--- config.mk ---
export PLATFORM = sky130hd
export DESIGN_NAME = if_fetch_unit
export DESIGN_NICKNAME = d
export VERILOG_FILES = /design/src/rtl/if_fetch_unit_pkg.sv /design/src/rtl/if_fetch_unit_if_id_reg.sv /design/src/rtl/if_fetch_unit.sv
export SDC_FILE = /design/constraint.sdc
export NUM_CORES = 1
export LEC_CHECK = 0
export ABC_AREA = 1
export BUFFER_PORTS_ARGS = -buffer_cell sky130_fd_sc_hd__buf_2
export CAP_MARGIN = 20
export CORE_ASPECT_RATIO = 0.6
export CORE_MARGIN = 2
export CORE_UTILIZATION = 35
export CTS_CLUSTER_DIAMETER = 150
export DETAILED_ROUTE_END_ITERATION = 6
export PLACE_DENSITY = 0.65
export SYNTH_ARGS = -nofsm -noshare
export SYNTH_HDL_FRONTEND = slang
export SYNTH_SLANG_ARGS = --single-unit
export TNS_END_PERCENT = 1
--- constraint.sdc ---
create_clock -name clk -period 2.2 [get_ports clk]
set_clock_uncertainty 0.15 [all_clocks]
set_input_delay 0 -clock clk [delete_from_list [all_inputs] [get_ports clk]]
set_output_delay 0 -clock clk [all_outputs]
set_load 0.005 [all_outputs]
--- src/rtl/if_fetch_unit_pkg.sv ---
// -----------------------------------------------------------------------------
// if_fetch_unit_pkg
//
// Shared definitions for the instruction-fetch stage:
//   - fetch_state_t : FETCH / HOLD / DRAIN states of the fetch FSM
//   - NOP_INST      : all-zero instruction used for IF/ID bubbles
//   - PC_STEP_DEF   : default byte increment per instruction
//   - RESET_PC_DEF  : default PC after reset
//   - issues_request() : whether a state drives a live fetch request
// -----------------------------------------------------------------------------
package if_fetch_unit_pkg;

    // FETCH : normal streaming, request outstanding for the current pc
    // HOLD  : a word was accepted under freeze and is parked until decode frees
    // DRAIN : a request to the pre-redirect address is still in flight
    typedef enum logic [1:0] {
        ST_FETCH = 2'd0,
        ST_HOLD  = 2'd1,
        ST_DRAIN = 2'd2
    } fetch_state_t;

    localparam logic [31:0] NOP_INST     = 32'h0000_0000;
    localparam int          PC_STEP_DEF  = 4;
    localparam logic [31:0] RESET_PC_DEF = 32'h0000_0000;

    // HOLD is the only state in which memory is left idle.
    function automatic logic issues_request(input fetch_state_t s);
        return (s != ST_HOLD);
    endfunction

endpackage : if_fetch_unit_pkg

--- src/rtl/if_fetch_unit_if_id_reg.sv ---
// -----------------------------------------------------------------------------
// if_fetch_unit_if_id_reg
//
// IF/ID pipeline register: holds the PC+step, the instruction word and a valid
// flag for the decode stage.
//
// Ports:
//   clk        in   rising-edge clock
//   rst        in   asynchronous active-low clear (all fields to zero)
//   load       in   write {load_pc, load_inst, valid=1}
//   bubble     in   write a NOP with valid=0, keep pc (wins over load)
//   load_pc    in   PC value to record on load (PC of instruction + step)
//   load_inst  in   instruction word to record on load
//   pc         out  registered PC+step of the held instruction
//   inst       out  registered instruction
//   valid      out  register holds a real instruction
// With neither load nor bubble the register holds its contents.
// -----------------------------------------------------------------------------
module if_fetch_unit_if_id_reg
    import if_fetch_unit_pkg::*;
#(
    parameter int ADDR_W = 32,
    parameter int DATA_W = 32
) (
    input  logic              clk,
    input  logic              rst,
    input  logic              load,
    input  logic              bubble,
    input  logic [ADDR_W-1:0] load_pc,
    input  logic [DATA_W-1:0] load_inst,
    output logic [ADDR_W-1:0] pc,
    output logic [DATA_W-1:0] inst,
    output logic              valid
);

    always_ff @(posedge clk or negedge rst) begin
        if (!rst) begin
            pc    <= '0;
            inst  <= DATA_W'(NOP_INST);
            valid <= 1'b0;
        end else if (bubble) begin
            // A bubble leaves pc alone so decode still sees the last PC.
            inst  <= DATA_W'(NOP_INST);
            valid <= 1'b0;
        end else if (load) begin
            pc    <= load_pc;
            inst  <= load_inst;
            valid <= 1'b1;
        end
    end

endmodule : if_fetch_unit_if_id_reg

--- src/rtl/if_fetch_unit.sv ---
// -----------------------------------------------------------------------------
// if_fetch_unit
//
// Instruction-fetch stage. Owns the PC, issues byte addresses to instruction
// memory, accepts returned words and loads them into the IF/ID register.
// Supports hazard freeze, branch redirect and multi-cycle memories.
//
// Memory handshake: imem_req is high whenever the unit wants the word at
// imem_adrs (= pc). imem_rdy high in a cycle means imem_inst is the word for
// the address currently presented; the unit consumes it on that clock edge.
// Memory must not return data while imem_req is low.
//
// Ports:
//   clk           in   rising-edge clock
//   rst           in   asynchronous active-low reset
//   freeze        in   hazard stall from ID: hold pc and IF/ID
//   branch_taken  in   redirect request from ID (beats freeze)
//   branch_addr   in   redirect target byte address (bits [1:0] ignored)
//   imem_req      out  fetch request valid (registered, Moore)
//   imem_adrs     out  fetch byte address, always equal to pc
//   imem_rdy      in   imem_inst valid for imem_adrs this cycle
//   imem_inst     in   returned instruction
//   if_pc         out  PC+PC_STEP of the instruction in IF/ID
//   if_inst       out  instruction in IF/ID
//   if_valid      out  IF/ID holds a real instruction
//   fetch_cnt     out  (IF_PERF_CNT_EN only) valid IF/ID loads, wraps
//   stall_cnt     out  (IF_PERF_CNT_EN only) freeze-or-DRAIN cycles, wraps
//   dbg_state     out  current FSM state (fetch_state_t encoding)
//
// Build option: define IF_PERF_CNT_EN to add fetch_cnt / stall_cnt.
// -----------------------------------------------------------------------------
module if_fetch_unit
    import if_fetch_unit_pkg::*;
#(
    parameter int                ADDR_W   = 32,
    parameter int                DATA_W   = 32,
    parameter int                PC_STEP  = PC_STEP_DEF,
    parameter logic [ADDR_W-1:0] RESET_PC = ADDR_W'(RESET_PC_DEF)
) (
    input  logic              clk,
    input  logic              rst,
    input  logic              freeze,
    input  logic              branch_taken,
    input  logic [ADDR_W-1:0] branch_addr,
    output logic              imem_req,
    output logic [ADDR_W-1:0] imem_adrs,
    input  logic              imem_rdy,
    input  logic [DATA_W-1:0] imem_inst,
    output logic [ADDR_W-1:0] if_pc,
    output logic [DATA_W-1:0] if_inst,
    output logic              if_valid,
`ifdef IF_PERF_CNT_EN
    output logic [31:0]       fetch_cnt,
    output logic [31:0]       stall_cnt,
`endif
    output logic [1:0]        dbg_state
);

    // Instructions are word aligned: the low two address bits are always 0.
    localparam logic [ADDR_W-1:0] ALIGN_MASK = ~ADDR_W'(3);

    fetch_state_t      state;
    logic [ADDR_W-1:0] pc;
    logic [ADDR_W-1:0] pc_next;
    logic [ADDR_W-1:0] br_target;
    logic [DATA_W-1:0] hold_inst;

    logic              id_load;
    logic              id_bubble;
    logic [DATA_W-1:0] id_inst;

    assign pc_next   = pc + ADDR_W'(PC_STEP);   // wraps modulo 2^ADDR_W
    assign br_target = branch_addr & ALIGN_MASK;

    assign imem_adrs = pc;
    assign dbg_state = state;

    // -------------------------------------------------------------------------
    // IF/ID write controls. A branch always writes a bubble, even under freeze.
    // In DRAIN the register already holds the bubble from the redirect, so it
    // is simply left alone; the stale response is never loaded.
    // -------------------------------------------------------------------------
    always_comb begin
        id_load   = 1'b0;
        id_bubble = 1'b0;
        id_inst   = imem_inst;
        if (branch_taken) begin
            id_bubble = 1'b1;
        end else begin
            case (state)
                ST_FETCH: begin
                    if (!freeze) begin
                        if (imem_rdy) id_load   = 1'b1;
                        else          id_bubble = 1'b1;
                    end
                end
                ST_HOLD: begin
                    if (!freeze) begin
                        id_load = 1'b1;
                        id_inst = hold_inst;
                    end
                end
                default: begin
                end
            endcase
        end
    end

    // -------------------------------------------------------------------------
    // Fetch FSM and PC. imem_req is registered alongside the state so it is a
    // clean Moore output: low exactly while in HOLD.
    // -------------------------------------------------------------------------
    always_ff @(posedge clk or negedge rst) begin
        if (!rst) begin
            state     <= ST_FETCH;
            pc        <= RESET_PC & ALIGN_MASK;
            hold_inst <= '0;
            imem_req  <= issues_request(ST_FETCH);
        end else begin
            case (state)
                ST_FETCH: begin
                    if (branch_taken) begin
                        pc <= br_target;
                        // Without rdy the old request is still in flight, so
                        // its eventual response must be thrown away.
                        if (!imem_rdy) begin
                            state    <= ST_DRAIN;
                            imem_req <= issues_request(ST_DRAIN);
                        end
                    end else if (freeze) begin
                        // Take the word now so memory is free; decode gets it
                        // once freeze drops.
                        if (imem_rdy) begin
                            hold_inst <= imem_inst;
                            state     <= ST_HOLD;
                            imem_req  <= issues_request(ST_HOLD);
                        end
                    end else if (imem_rdy) begin
                        pc <= pc_next;
                    end
                end
                ST_HOLD: begin
                    if (branch_taken) begin
                        pc       <= br_target;
                        state    <= ST_FETCH;
                        imem_req <= issues_request(ST_FETCH);
                    end else if (!freeze) begin
                        pc       <= pc_next;
                        state    <= ST_FETCH;
                        imem_req <= issues_request(ST_FETCH);
                    end
                end
                ST_DRAIN: begin
                    // The response consumed here belongs to the old address.
                    if (branch_taken) begin
                        pc <= br_target;
                    end else if (imem_rdy) begin
                        state    <= ST_FETCH;
                        imem_req <= issues_request(ST_FETCH);
                    end
                end
                default: begin
                    state    <= ST_FETCH;
                    imem_req <= issues_request(ST_FETCH);
                end
            endcase
        end
    end

    if_fetch_unit_if_id_reg #(
        .ADDR_W (ADDR_W),
        .DATA_W (DATA_W)
    ) u_if_id_reg (
        .clk       (clk),
        .rst       (rst),
        .load      (id_load),
        .bubble    (id_bubble),
        .load_pc   (pc_next),
        .load_inst (id_inst),
        .pc        (if_pc),
        .inst      (if_inst),
        .valid     (if_valid)
    );

`ifdef IF_PERF_CNT_EN
    // -------------------------------------------------------------------------
    // Performance counters: both free-running and wrapping.
    // -------------------------------------------------------------------------
    always_ff @(posedge clk or negedge rst) begin
        if (!rst) begin
            fetch_cnt <= '0;
            stall_cnt <= '0;
        end else begin
            if (id_load && !id_bubble) begin
                fetch_cnt <= fetch_cnt + 32'd1;
            end
            if (freeze || (state == ST_DRAIN)) begin
                stall_cnt <= stall_cnt + 32'd1;
            end
        end
    end
`endif

endmodule : if_fetch_unit

# Word-level counts from Yosys, hierarchy flattened
# Index checks and enable logic that the tools add are counted.
# totals
reg_bits,132
in_bits,69
output_inout_bits,100
word_cells,68
# op_classes
add_sub_neg,1
eq_ne,10
muxes,41
bitwise,2
reduce_logical,7
# op_table
op,n
32-bit two-way mux,11
32-bit case mux with 3 select lines,1
32-bit by 3-bit adder with 32-bit output (second input constant),1
1-bit two-way mux,18
2-bit two-way mux,8
3-bit inequality test (second input constant),5
2-bit inequality test (second input constant),3
2-bit case mux with 3 select lines,1
6-bit AND reduction,1
5-bit AND reduction,1
4-bit AND reduction,1
1-bit case mux with 3 select lines,1
3-bit nonzero test,1
2-bit by 1-bit == test with 1-bit output (second input constant),1
2-bit == test (second input constant),1
2-bit zero test,1
1-bit NOT,2
1-bit case mux with 2 select lines,1
2-bit AND reduction,1
2-bit nonzero test,1

# Logic depth before layout (Yosys ltp)
# Gate-level depths: netlist of the first run.
# depth
ltp_word,6
ltp_mapped,10
ltp_nobuf,10

# Hierarchy
# Synthesis of the first run repeated with hierarchy kept, for this count alone.
# hier_totals
cells_unflattened,914
hier_area_um2,6765.2
# modules_own_cells
module,n_inst,cells_each,area_each_um2,seq_area_each_um2
if_fetch_unit,1,632,4217.8,1627.8
if_fetch_unit_if_id_reg,1,282,2547.4,1626.6

# Least setup slack after synthesis of the first run
# Ideal clock, no wire load.
# synth_timing
path_kind,reg2reg
startpoint,"reg pc[2], in the netlist imem_adrs[2]"
endpoint,"reg pc[22], in the netlist imem_adrs[22]"
setup_time_ps,116
arrival_ps,1382
required_ps,1934
setup_slack_ps,552
stages_incl_launch_ff,11
path_buffers,0
period_less_slack_ps,1648
path_cell_list,dfrtp_1 > ha_1 > nand2_1 > nor2_2 > nand2_1 > nor2_1 > nand2_1 > nand2_1 > nand3_1 > nand2_1 > nand2_1
# synth_between
elab_chain_cells,5
word_cells_on_any_way,7
classes_between,add/sub: 1; mux: 6
# synth_rtl
item,line_no,text
start: declaration,if_fetch_unit.sv:63,logic [ADDR_W-1:0] pc;
start signal: assignment,if_fetch_unit.sv:116,pc <= RESET_PC & ALIGN_MASK;
start signal: assignment,if_fetch_unit.sv:123,pc <= br_target;
start signal: assignment,if_fetch_unit.sv:139,pc <= pc_next;
32-bit by 3-bit adder with 32-bit output (*),if_fetch_unit.sv:72,assign pc_next = pc + ADDR_W'(PC_STEP);
32-bit two-way mux,if_fetch_unit.sv:138,end else if (imem_rdy) begin
32-bit two-way mux,if_fetch_unit.sv:130,end else if (freeze) begin
32-bit two-way mux,if_fetch_unit.sv:122,if (branch_taken) begin
32-bit case mux with 3 select lines (*),if_fetch_unit.sv:120,case (state)
# Every way passes the cells marked *; elsewhere a longest branch is shown, timed or not. The select of a mux whose other input is x is not followed.
# A chain may end at the register's enable or synchronous reset.

# Final worst setup path of the first run
# layout_timing
startpoint,"reg pc[2], in the netlist imem_adrs[2]"
endpoint,"reg pc[18], in the netlist imem_adrs[18]"
# Same word-level chain as after synthesis.

==> parameters.txt, run 1 <==
Parameter                              Value

Setup path
  Maximum fanout encountered on the critical timing path ... 6
  Endpoint kind of the worst setup timing path ... register
  Worst r2r path cells ... 9
  Arrival time reported for the critical path endpoint ... 2.19 ns
  Kind of start point of the critical path ... register
  Worst setup path startpoint ... imem_adrs[2]$_DFFE_PN0P_
  Req. time, crit path ... ~2.4 ns
  Critical path start-end classification ... register to register
  Reg-to-reg startpoint ... imem_adrs[2]$_DFFE_PN0P_

Yosys
  Multiplexer area fraction after synthesis ... 0
  Main area contributors after synthesis ... sky130_fd_sc_hd__dfrtp_1 50%, sky130_fd_sc_hd__nand2_1 18%, sky130_fd_sc_hd__nand3_1 5.5%
  Leading area contributor after synthesis ... sky130_fd_sc_hd__dfrtp_1
  Combinational family with the most area after synthesis ... simple AND/OR/NAND/NOR gates
  Avg Cell Area, Syn ... 7.40 um2
  Synth Area in XOR/XNOR ... 0.00959
  Post-synthesis adder-cell area fraction ... 0.00196
  Fraction of post-synthesis cell area in the top cell type by area ... 0.497
  Simple-gate share of the synthesized area ... 0.294
  Complex-gate fraction of the synthesized area ... 0.117
  Post-synthesis cell count ... roughly 860
  Part of the Yosys area used for sequential elements ... 0.501
  Yosys warning count ... 0
  Count of distinct cell types in the synthesized netlist ... 29
  Flops & latches, synth ... between 100 and 150
  Area of the mapped netlist ... 0.00639 mm2

Drt
  Via-to-Cell Ratio ... roughly 4.7
  Number of DRC violations after detailed-routing iteration 0 ... 577
  Remaining design rule violation count ... 0
  Routed wire length per instance ... roughly 14 um
  DRT antenna net count ... 0
  Number of detailed-routing iterations run before antenna repair ... 5
  Via total after detailed routing ... 6,277
  Wirelength, routed ... about 19,000 um

Timing
  Max-slew violation total from the final report ... 0
  WHS ... roughly 0.014 ns
  Final-layout setup total negative slack ... 0 ns
  Setup repair after global routing missed its margin ... no
  Final worst path period need ... 2.02 ns
  Slew Limit Headroom ... 0.598
  Worst slew pin tran ... slightly above 0.6 ns
  Final setup violating endpoints ... 0
  Maximum clock frequency ... approximately 0.5 GHz
  Final hold violation count ... 0
  Crit share post-route ... 0.917

Finish
  Combined flip-flop and latch cell area ... about 0.0032 mm2
  Fraction of layout instances using a drive strength above 1 ... 0.209
  Final-layout fill cell count ... around 1,800
  Growth of design area from synthesis to finish ... 37.6%
  Layout Nets ... between 1,000 and 1,500
  Ant. Diodes ... 0
  Multi-input gate area in the final layout ... between 0.002 and 0.003 mm2

Floorplan
  Horiz. Die Dim ... 178 um
  Core area ... ~0.018 mm2
  Full die area ... between 0.015 and 0.02 mm2
  I/O pin total ... roughly 170
  Initial core utilization ... 0.356
  Placement Rows ... 38
  Die H ... about 110 um

Clock tree
  Bufs on Longest Clock Path ... 2
  Number of setup buffers added after CTS ... 0
  Clk root buf ... sky130_fd_sc_hd__clkbuf_16
  Clock transition at the registers of the reported paths ... roughly 0.060 ns
  Total number of H-tree levels ... 4
  TritonCTS Buffers ... 17
  Count of clock tree sinks ... 128
  Clock latency reported for the late side of the worst-skew pair ... about 0.40 ns
  CTS tree ... built

Power and ir drop
  Leakage power ... 4.70 nW
  Areal power density over the cells ... approximately 1200 mW/mm2
  Worst vdd rail ir drop ... ~0.47 mV

Hold path
  Hold Crit Class ... input port to async pin

Place
  Number of buffer cells added on primary ports ... roughly 160
  Routability-driven placement congestion ratio ... roughly 0.92
  Final HPWL DP ... ~13,000 um

Global route
  Global routing usage summed across all routing layers ... 0.205
  Wire length of the first global-routing pass ... slightly above 30,000 um
  Number of global-route vias before repair ... approximately 5,900
  Largest net degree at the start of global routing ... 65
  Grt total ovfl ... 0
  Initial antenna violation count ... 0

Outcome
  Run status ... completed

Run
  Reported max-cap violation count ... 0
registers in the layout, indices dropped and copies added, names as in the netlist:
register,flops
hold_inst,32
u_if_id_reg.inst,32
imem_adrs,30
u_if_id_reg.pc,30
dbg_state,2
imem_req,1
u_if_id_reg.valid,1
metal layers:
layer	wire length, um	track usage	vias to the layer above
li1	-	-	3193
met1	9890	0.308	2867
met2	7560	0.284	205
met3	1830	0.0687	12
met4	106	0.0383	0
met5	0	0	-
worst paths after layout:
path	slack [ns]	to
setup / recovery	0.18	imem_adrs[18]$_DFFE_PN0P_
hold / removal	0.01	u_if_id_reg.pc[12]$_DFFE_PN0P_
setup reg to reg	0.18	imem_adrs[18]$_DFFE_PN0P_
hold reg to reg	0.32	u_if_id_reg.pc[21]$_DFFE_PN0P_
max in group asynchronous	1.21	u_if_id_reg.inst[31]$_DFFE_PN0P_
min in group clk	0.26	hold_inst[2]$_DFFE_PN0P_
synthesized netlist by cell type:
| library cell | instances |
|---|---|
| sky130_fd_sc_hd__buf_2 | 18 |
| sky130_fd_sc_hd__nand2_2 | 1 |
| sky130_fd_sc_hd__nor2_2 | 4 |
| sky130_fd_sc_hd__o21ai_4 | 1 |
| sky130_fd_sc_hd__xnor2_1 | 4 |
| sky130_fd_sc_hd__buf_4 | 7 |
| sky130_fd_sc_hd__clkbuf_1 | 15 |
| sky130_fd_sc_hd__xor2_1 | 3 |
| sky130_fd_sc_hd__buf_1 | 4 |
| sky130_fd_sc_hd__o21a_1 | 4 |
| sky130_fd_sc_hd__nand3_2 | 1 |
| sky130_fd_sc_hd__o31ai_1 | 2 |
| sky130_fd_sc_hd__o21ai_1 | 38 |
| sky130_fd_sc_hd__nand3b_1 | 1 |
| sky130_fd_sc_hd__o21ai_0 | 43 |
| sky130_fd_sc_hd__inv_1 | 66 |
| sky130_fd_sc_hd__dfrtp_1 | 127 |
| sky130_fd_sc_hd__nor3_4 | 1 |
| sky130_fd_sc_hd__nand3_1 | 70 |
| sky130_fd_sc_hd__nor3_1 | 1 |
| sky130_fd_sc_hd__conb_1 | 1 |
| sky130_fd_sc_hd__nor2_1 | 88 |
| sky130_fd_sc_hd__o22ai_1 | 1 |
| sky130_fd_sc_hd__inv_2 | 6 |
| sky130_fd_sc_hd__ha_1 | 1 |
| sky130_fd_sc_hd__nand2_1 | 298 |
| sky130_fd_sc_hd__dfstp_2 | 1 |
| sky130_fd_sc_hd__a21oi_1 | 55 |
| sky130_fd_sc_hd__and2_1 | 1 |
logic make-up (layout without fill, tap and decap cells):
family | Yosys count | in the layout
adders and majority gates | 1 | 1
xor gates and xnor gates | 7 | 7
other | 1 | 4
AOI/OAI and AO/OA | 144 | 144
DFF | 128 | 128
and+or+nand+nor | 466 | 466
buffers and inverters | 116 | 352
critical path: stages, from the launching register on:
cell                      delay (ns)
sky130_fd_sc_hd__dfrtp_1        0.41
sky130_fd_sc_hd__ha_1           0.21
sky130_fd_sc_hd__nand2_1        0.13
sky130_fd_sc_hd__nor2_2         0.20
sky130_fd_sc_hd__nand2_1        0.22
sky130_fd_sc_hd__nor2_1         0.24
sky130_fd_sc_hd__nand2_1        0.07
sky130_fd_sc_hd__nand2_1        0.12
sky130_fd_sc_hd__nand2_1        0.06
sky130_fd_sc_hd__a21oi_1        0.12
what timing repair did:
item                       CTS  global route
resized for setup            0             1
hold buffers                67             0
hold endpoints to repair   225             0
setup endpoints to repair    0             1
report_power, final:
group          switching (W)  total (W)  internal [W]
combinational        0.00200    0.00340       0.00141
sequential          0.000820    0.00411       0.00329
clock                0.00113    0.00296       0.00184
total                0.00394     0.0105       0.00653
cell type report:
class,count,area share
sequential,128,0.364
multi-input combinational,622,0.309
tap,240,0.0341
inverter,72,0.0307
clock inverter,14,0.0205
clock buffer,18,0.0499
timing repair buffer,248,0.191
metrics by stage:
stage / setup WS, ns / utilization / std cells / cell area, um2 / power [W]
2_1_floorplan: 0.552 / - / 866 / 6400 / 0.00592
3_5_place_dp: 0.226 / 0.417 / 1243 / 7500 / 0.00741
3_3_place_gp: 0.301 / 0.417 / 1243 / 7500 / 0.00736
4_1_cts: 0.205 / 0.489 / 1342 / 8790 / 0.0105
5_1_grt: 0.0159 / 0.489 / 1342 / 8790 / 0.0113
6_report: 0.182 / 0.489 / 1342 / 8790 / 0.0105
layout by cell type (no fill, tap or decap), types with 2 or more instances in the layout:
master,instances
sky130_fd_sc_hd__inv_1,66
sky130_fd_sc_hd__bufinv_16,3
sky130_fd_sc_hd__buf_4,15
sky130_fd_sc_hd__nand3_1,69
sky130_fd_sc_hd__inv_6,3
sky130_fd_sc_hd__clkinvlp_4,4
sky130_fd_sc_hd__xor2_1,3
sky130_fd_sc_hd__nor2_2,5
sky130_fd_sc_hd__nand3_2,2
sky130_fd_sc_hd__nand2_1,298
sky130_fd_sc_hd__dfrtp_1,127
sky130_fd_sc_hd__a21oi_1,55
sky130_fd_sc_hd__clkbuf_16,17
sky130_fd_sc_hd__o21a_1,4
sky130_fd_sc_hd__inv_2,6
sky130_fd_sc_hd__buf_12,4
sky130_fd_sc_hd__buf_2,161
sky130_fd_sc_hd__nor2_1,87
sky130_fd_sc_hd__o21ai_1,38
sky130_fd_sc_hd__xnor2_1,4
sky130_fd_sc_hd__clkinv_4,2
sky130_fd_sc_hd__conb_1,4
sky130_fd_sc_hd__o31ai_1,2
sky130_fd_sc_hd__o21ai_0,43
sky130_fd_sc_hd__dlygate4sd3_1,67
Power figures use the tool's default switching activity.
==> inputs of run 2 (changes only) <==
Settings changed: CELL_PAD_IN_SITES_DETAIL_PLACEMENT set to 1, CELL_PAD_IN_SITES_GLOBAL_PLACEMENT set to 1, PLACE_DENSITY 0.65 to 0.83, SLEW_MARGIN set to 20.
==> run 2 against run 1 <==
Register-to-register slack better by 0.05 ns. Critical path type unchanged. Wire length up 13%. Critical endpoint is now imem_adrs[22]$_DFFE_PN0P_. Critical path depth up 1. Cell count up 0.15%. Clock power down 2%. Largest power group unchanged. Utilization about the same. Largest cell class unchanged.
==> parameters.txt, run 2 (synthesis gave the netlist of run 1 again) <==
Parameter                              Value

Floorplan
  I/O pin total ... 169 (unchanged)
  Die H ... 109 um (unchanged)
  Core area ... 0.0180 mm2 (unchanged)
  Horiz. Die Dim ... 178 um (unchanged)
  Placement Rows ... 38 (unchanged)
  Initial core utilization ... 0.356 (unchanged)
  Full die area ... 0.0194 mm2 (unchanged)

Place
  Post-place setup slack ... 0.216 ns (was 0.226 ns)
  Routability-driven placement congestion ratio ... 0.853 (was 0.923)
  Final HPWL DP ... 15,100 um (was 13,200 um)
  Instance area at placement ... 0.00751 mm2 (was 0.00750 mm2)
  Instance count after placement with tap cells included ... 1,244 (was 1,243)
  Number of buffer cells added on primary ports ... 162 (unchanged)

Timing
  Final setup violating endpoints ... 0 (unchanged)
  Setup repair after global routing missed its margin ... no (unchanged)
  Final worst path period need ... 1.97 ns (was 2.02 ns)
  Final hold violation count ... 0 (unchanged)
  Crit share post-route ... 0.895 (was 0.917)
  Maximum clock frequency ... 0.508 GHz (was 0.496 GHz)
  Worst Setup Slack, final ... 0.231 ns (was 0.182 ns)
  Worst slew pin tran ... 0.646 ns (was 0.603 ns)
  Final-layout setup total negative slack ... 0 ns (unchanged)
  Slew Limit Headroom ... 0.570 (was 0.598)
  Max-slew violation total from the final report ... 0 (unchanged)

Setup path
  Number of buffer and inverter stages on the critical path ... 0 (unchanged)
  Cell family with the largest share of critical-path delay ... simple AND/OR/NAND/NOR gates (unchanged)
  Max stage delay cell, worst path ... sky130_fd_sc_hd__dfrtp_1 (unchanged)
  Reg-to-reg startpoint ... imem_adrs[2]$_DFFE_PN0P_ (unchanged)
  Maximum single-stage delay on the critical path ... 0.40 ns (was 0.41 ns)
  Maximum fanout encountered on the critical timing path ... 6 (unchanged)
  Arrival time reported for the critical path endpoint ... 2.12 ns (was 2.19 ns)
  Kind of start point of the critical path ... register (unchanged)
  Most used cell along the critical path ... sky130_fd_sc_hd__nand2_1 (unchanged)
  Req. time, crit path ... 2.35 ns (was 2.37 ns)
  Endpoint kind of the worst setup timing path ... register (unchanged)
  Worst r2r path cells ... 10 (was 9)
  Critical path start-end classification ... register to register (unchanged)
  Crit path cell chain ... ha_1 > nand2_1 > nor2_2 > nand2_1 > nor2_1 > nand2_1 > nand2_1 > nand3_1 > nand2_1 > nand2_1 (was ha_1 > nand2_1 > nor2_2 > nand2_1 > nor2_1 > nand2_1 > nand2_1 > nand2_1 > a21oi_1)
  Reg-to-reg slack, setup ... 0.23 ns (was 0.18 ns)
  Worst flop-to-flop path endpoint ... imem_adrs[22]$_DFFE_PN0P_ (was imem_adrs[18]$_DFFE_PN0P_)

Global route
  Global-route met2 utilization ... 0.359 (was 0.284)
  Global routing usage summed across all routing layers ... 0.235 (was 0.205)
  Fraction of met3 tracks used by global routing ... 0.0443 (was 0.0687)
  Wire length of the first global-routing pass ... 35,100 um (was 30,900 um)
  Largest net degree at the start of global routing ... 65 (unchanged)
  Number of global-route vias before repair ... 6,677 (was 5,924)
  Most utilized layer in the global route result ... met2 (was met1)
  Global routing usage on met1 ... 0.344 (was 0.308)
  Initial antenna violation count ... 0 (unchanged)
  Grt total ovfl ... 0 (unchanged)

Clock tree
  Total number of H-tree levels ... 4 (unchanged)
  Bufs on Longest Clock Path ... 2 (unchanged)
  Count of clock tree sinks ... 128 (unchanged)
  Post-cts hold buffer count ... 68 (was 67)
  Number of setup buffers added after CTS ... 0 (unchanged)
  Clock latency reported for the late side of the worst-skew pair ... 0.41 ns (was 0.40 ns)
  Clock transition at the registers of the reported paths ... 0.06 ns (about the same)
  CTS tree ... built (unchanged)
  # resized after CTS ... 0 (unchanged)
  Clk root buf ... sky130_fd_sc_hd__clkbuf_16 (unchanged)
  TritonCTS Buffers ... 17 (unchanged)

Finish
  Non-Filler Cell Area, Final ... 0.00880 mm2 (was 0.00879 mm2)
  Filler-free cell count of the finished design ... 1,344 (was 1,342)
  Registers with the most flip-flops ... hold_inst (32), u_if_id_reg.inst (32) (unchanged)
  Layout Nets ... 1,161 (was 1,159)
  Fraction of layout instances using a drive strength above 1 ... 0.208 (was 0.209)
  Highest-count cells in the layout ignoring fill and taps ... 298 x sky130_fd_sc_hd__nand2_1, 161 x sky130_fd_sc_hd__buf_2, 127 x sky130_fd_sc_hd__dfrtp_1 (unchanged)
  Ant. Diodes ... 0 (unchanged)
  Final-layout fill cell count ... 2,289 (was 1,765)
  Growth of design area from synthesis to finish ... 37.7% (was 37.6%)
  Commonest non-fill, non-tap cell in the layout ... sky130_fd_sc_hd__nand2_1 (unchanged)

Hold path
  Hold Crit Class ... input port to async pin (unchanged)

Outcome
  Run status ... completed (unchanged)

Drt
  Number of detailed-routing iterations run before antenna repair ... 5 (unchanged)
  DRT antenna net count ... 0 (unchanged)
  Via-to-Cell Ratio ... 4.85 (was 4.68)
  Routed wire length per instance ... 16.3 um (was 14.4 um)
  Remaining design rule violation count ... 0 (unchanged)
  Via total after detailed routing ... 6,515 (was 6,277)
  Number of DRC violations after detailed-routing iteration 0 ... 389 (was 577)
  Wirelength, routed ... 21,900 um (was 19,400 um)

Power and ir drop
  Areal power density over the cells ... 1200 mW/mm2 (was 1190 mW/mm2)
  Worst vdd rail ir drop ... 0.543 mV (was 0.466 mV)
  Leakage power ... 4.70 nW (about the same)

Run
  Reported max-cap violation count ... 0 (unchanged)
run 2: layer usage:
layer | wire length, um | up-vias | part of all wire
li1 | - | 3185 | -
met1 | 10900 | 3143 | 0.50
met2 | 9530 | 168 | 0.43
met3 | 1180 | 19 | 0.054
met4 | 289 | 0 | 0.013
met5 | 0 | - | 0
run 2: power by group:
part | total (W) | switching (W) | internal, W
registers | 0.00412 | 0.000837 | 0.00329
logic | 0.00355 | 0.00211 | 0.00144
clock network | 0.00289 | 0.00117 | 0.00173
total | 0.0106 | 0.00411 | 0.00645
run 2: worst min-delay path, delay by kind of cell:
| family | cells | cell delay (ns) |
|---|---|---|
| buffers and inverters | 3 | 0.94 |
run 2: worst max-delay path by stage:
stage	startpoint	end	slack, ns	depth (start not counted)
after floorplan	imem_adrs[2]$_DFFE_PN0P_	imem_adrs[22]$_DFFE_PN0P_	0.55	10
after global placement	imem_adrs[2]$_DFFE_PN0P_	imem_adrs[30]$_DFFE_PN0P_	0.24	10
after detailed placement	imem_adrs[2]$_DFFE_PN0P_	imem_adrs[22]$_DFFE_PN0P_	0.22	10
after CTS	imem_adrs[2]$_DFFE_PN0P_	imem_adrs[22]$_DFFE_PN0P_	0.23	10
after global routing	imem_adrs[2]$_DFFE_PN0P_	u_if_id_reg.pc[30]$_DFFE_PN0P_	0.04	10
final	imem_adrs[2]$_DFFE_PN0P_	imem_adrs[22]$_DFFE_PN0P_	0.23	10
run 2: per-stage QoR:
step                hold slack [ns]  utilization  power (W)
global placement             -0.181        0.418    0.00740
floorplan                    -0.446            -    0.00592
CTS                          0.0181        0.490     0.0106
global route                 0.0242        0.490     0.0114
detailed placement           -0.184        0.418    0.00759
finish                       0.0161        0.490     0.0106
run 2: area by class of cell:
type,count,area (um2),area share
clock inverter,13,150,0.0171
timing repair buffer,250,1720,0.195
clock buffer,19,443,0.0503
inverter,72,270,0.0307
tap,240,300,0.0341
multi-input combinational,622,2720,0.309
sequential,128,3200,0.364
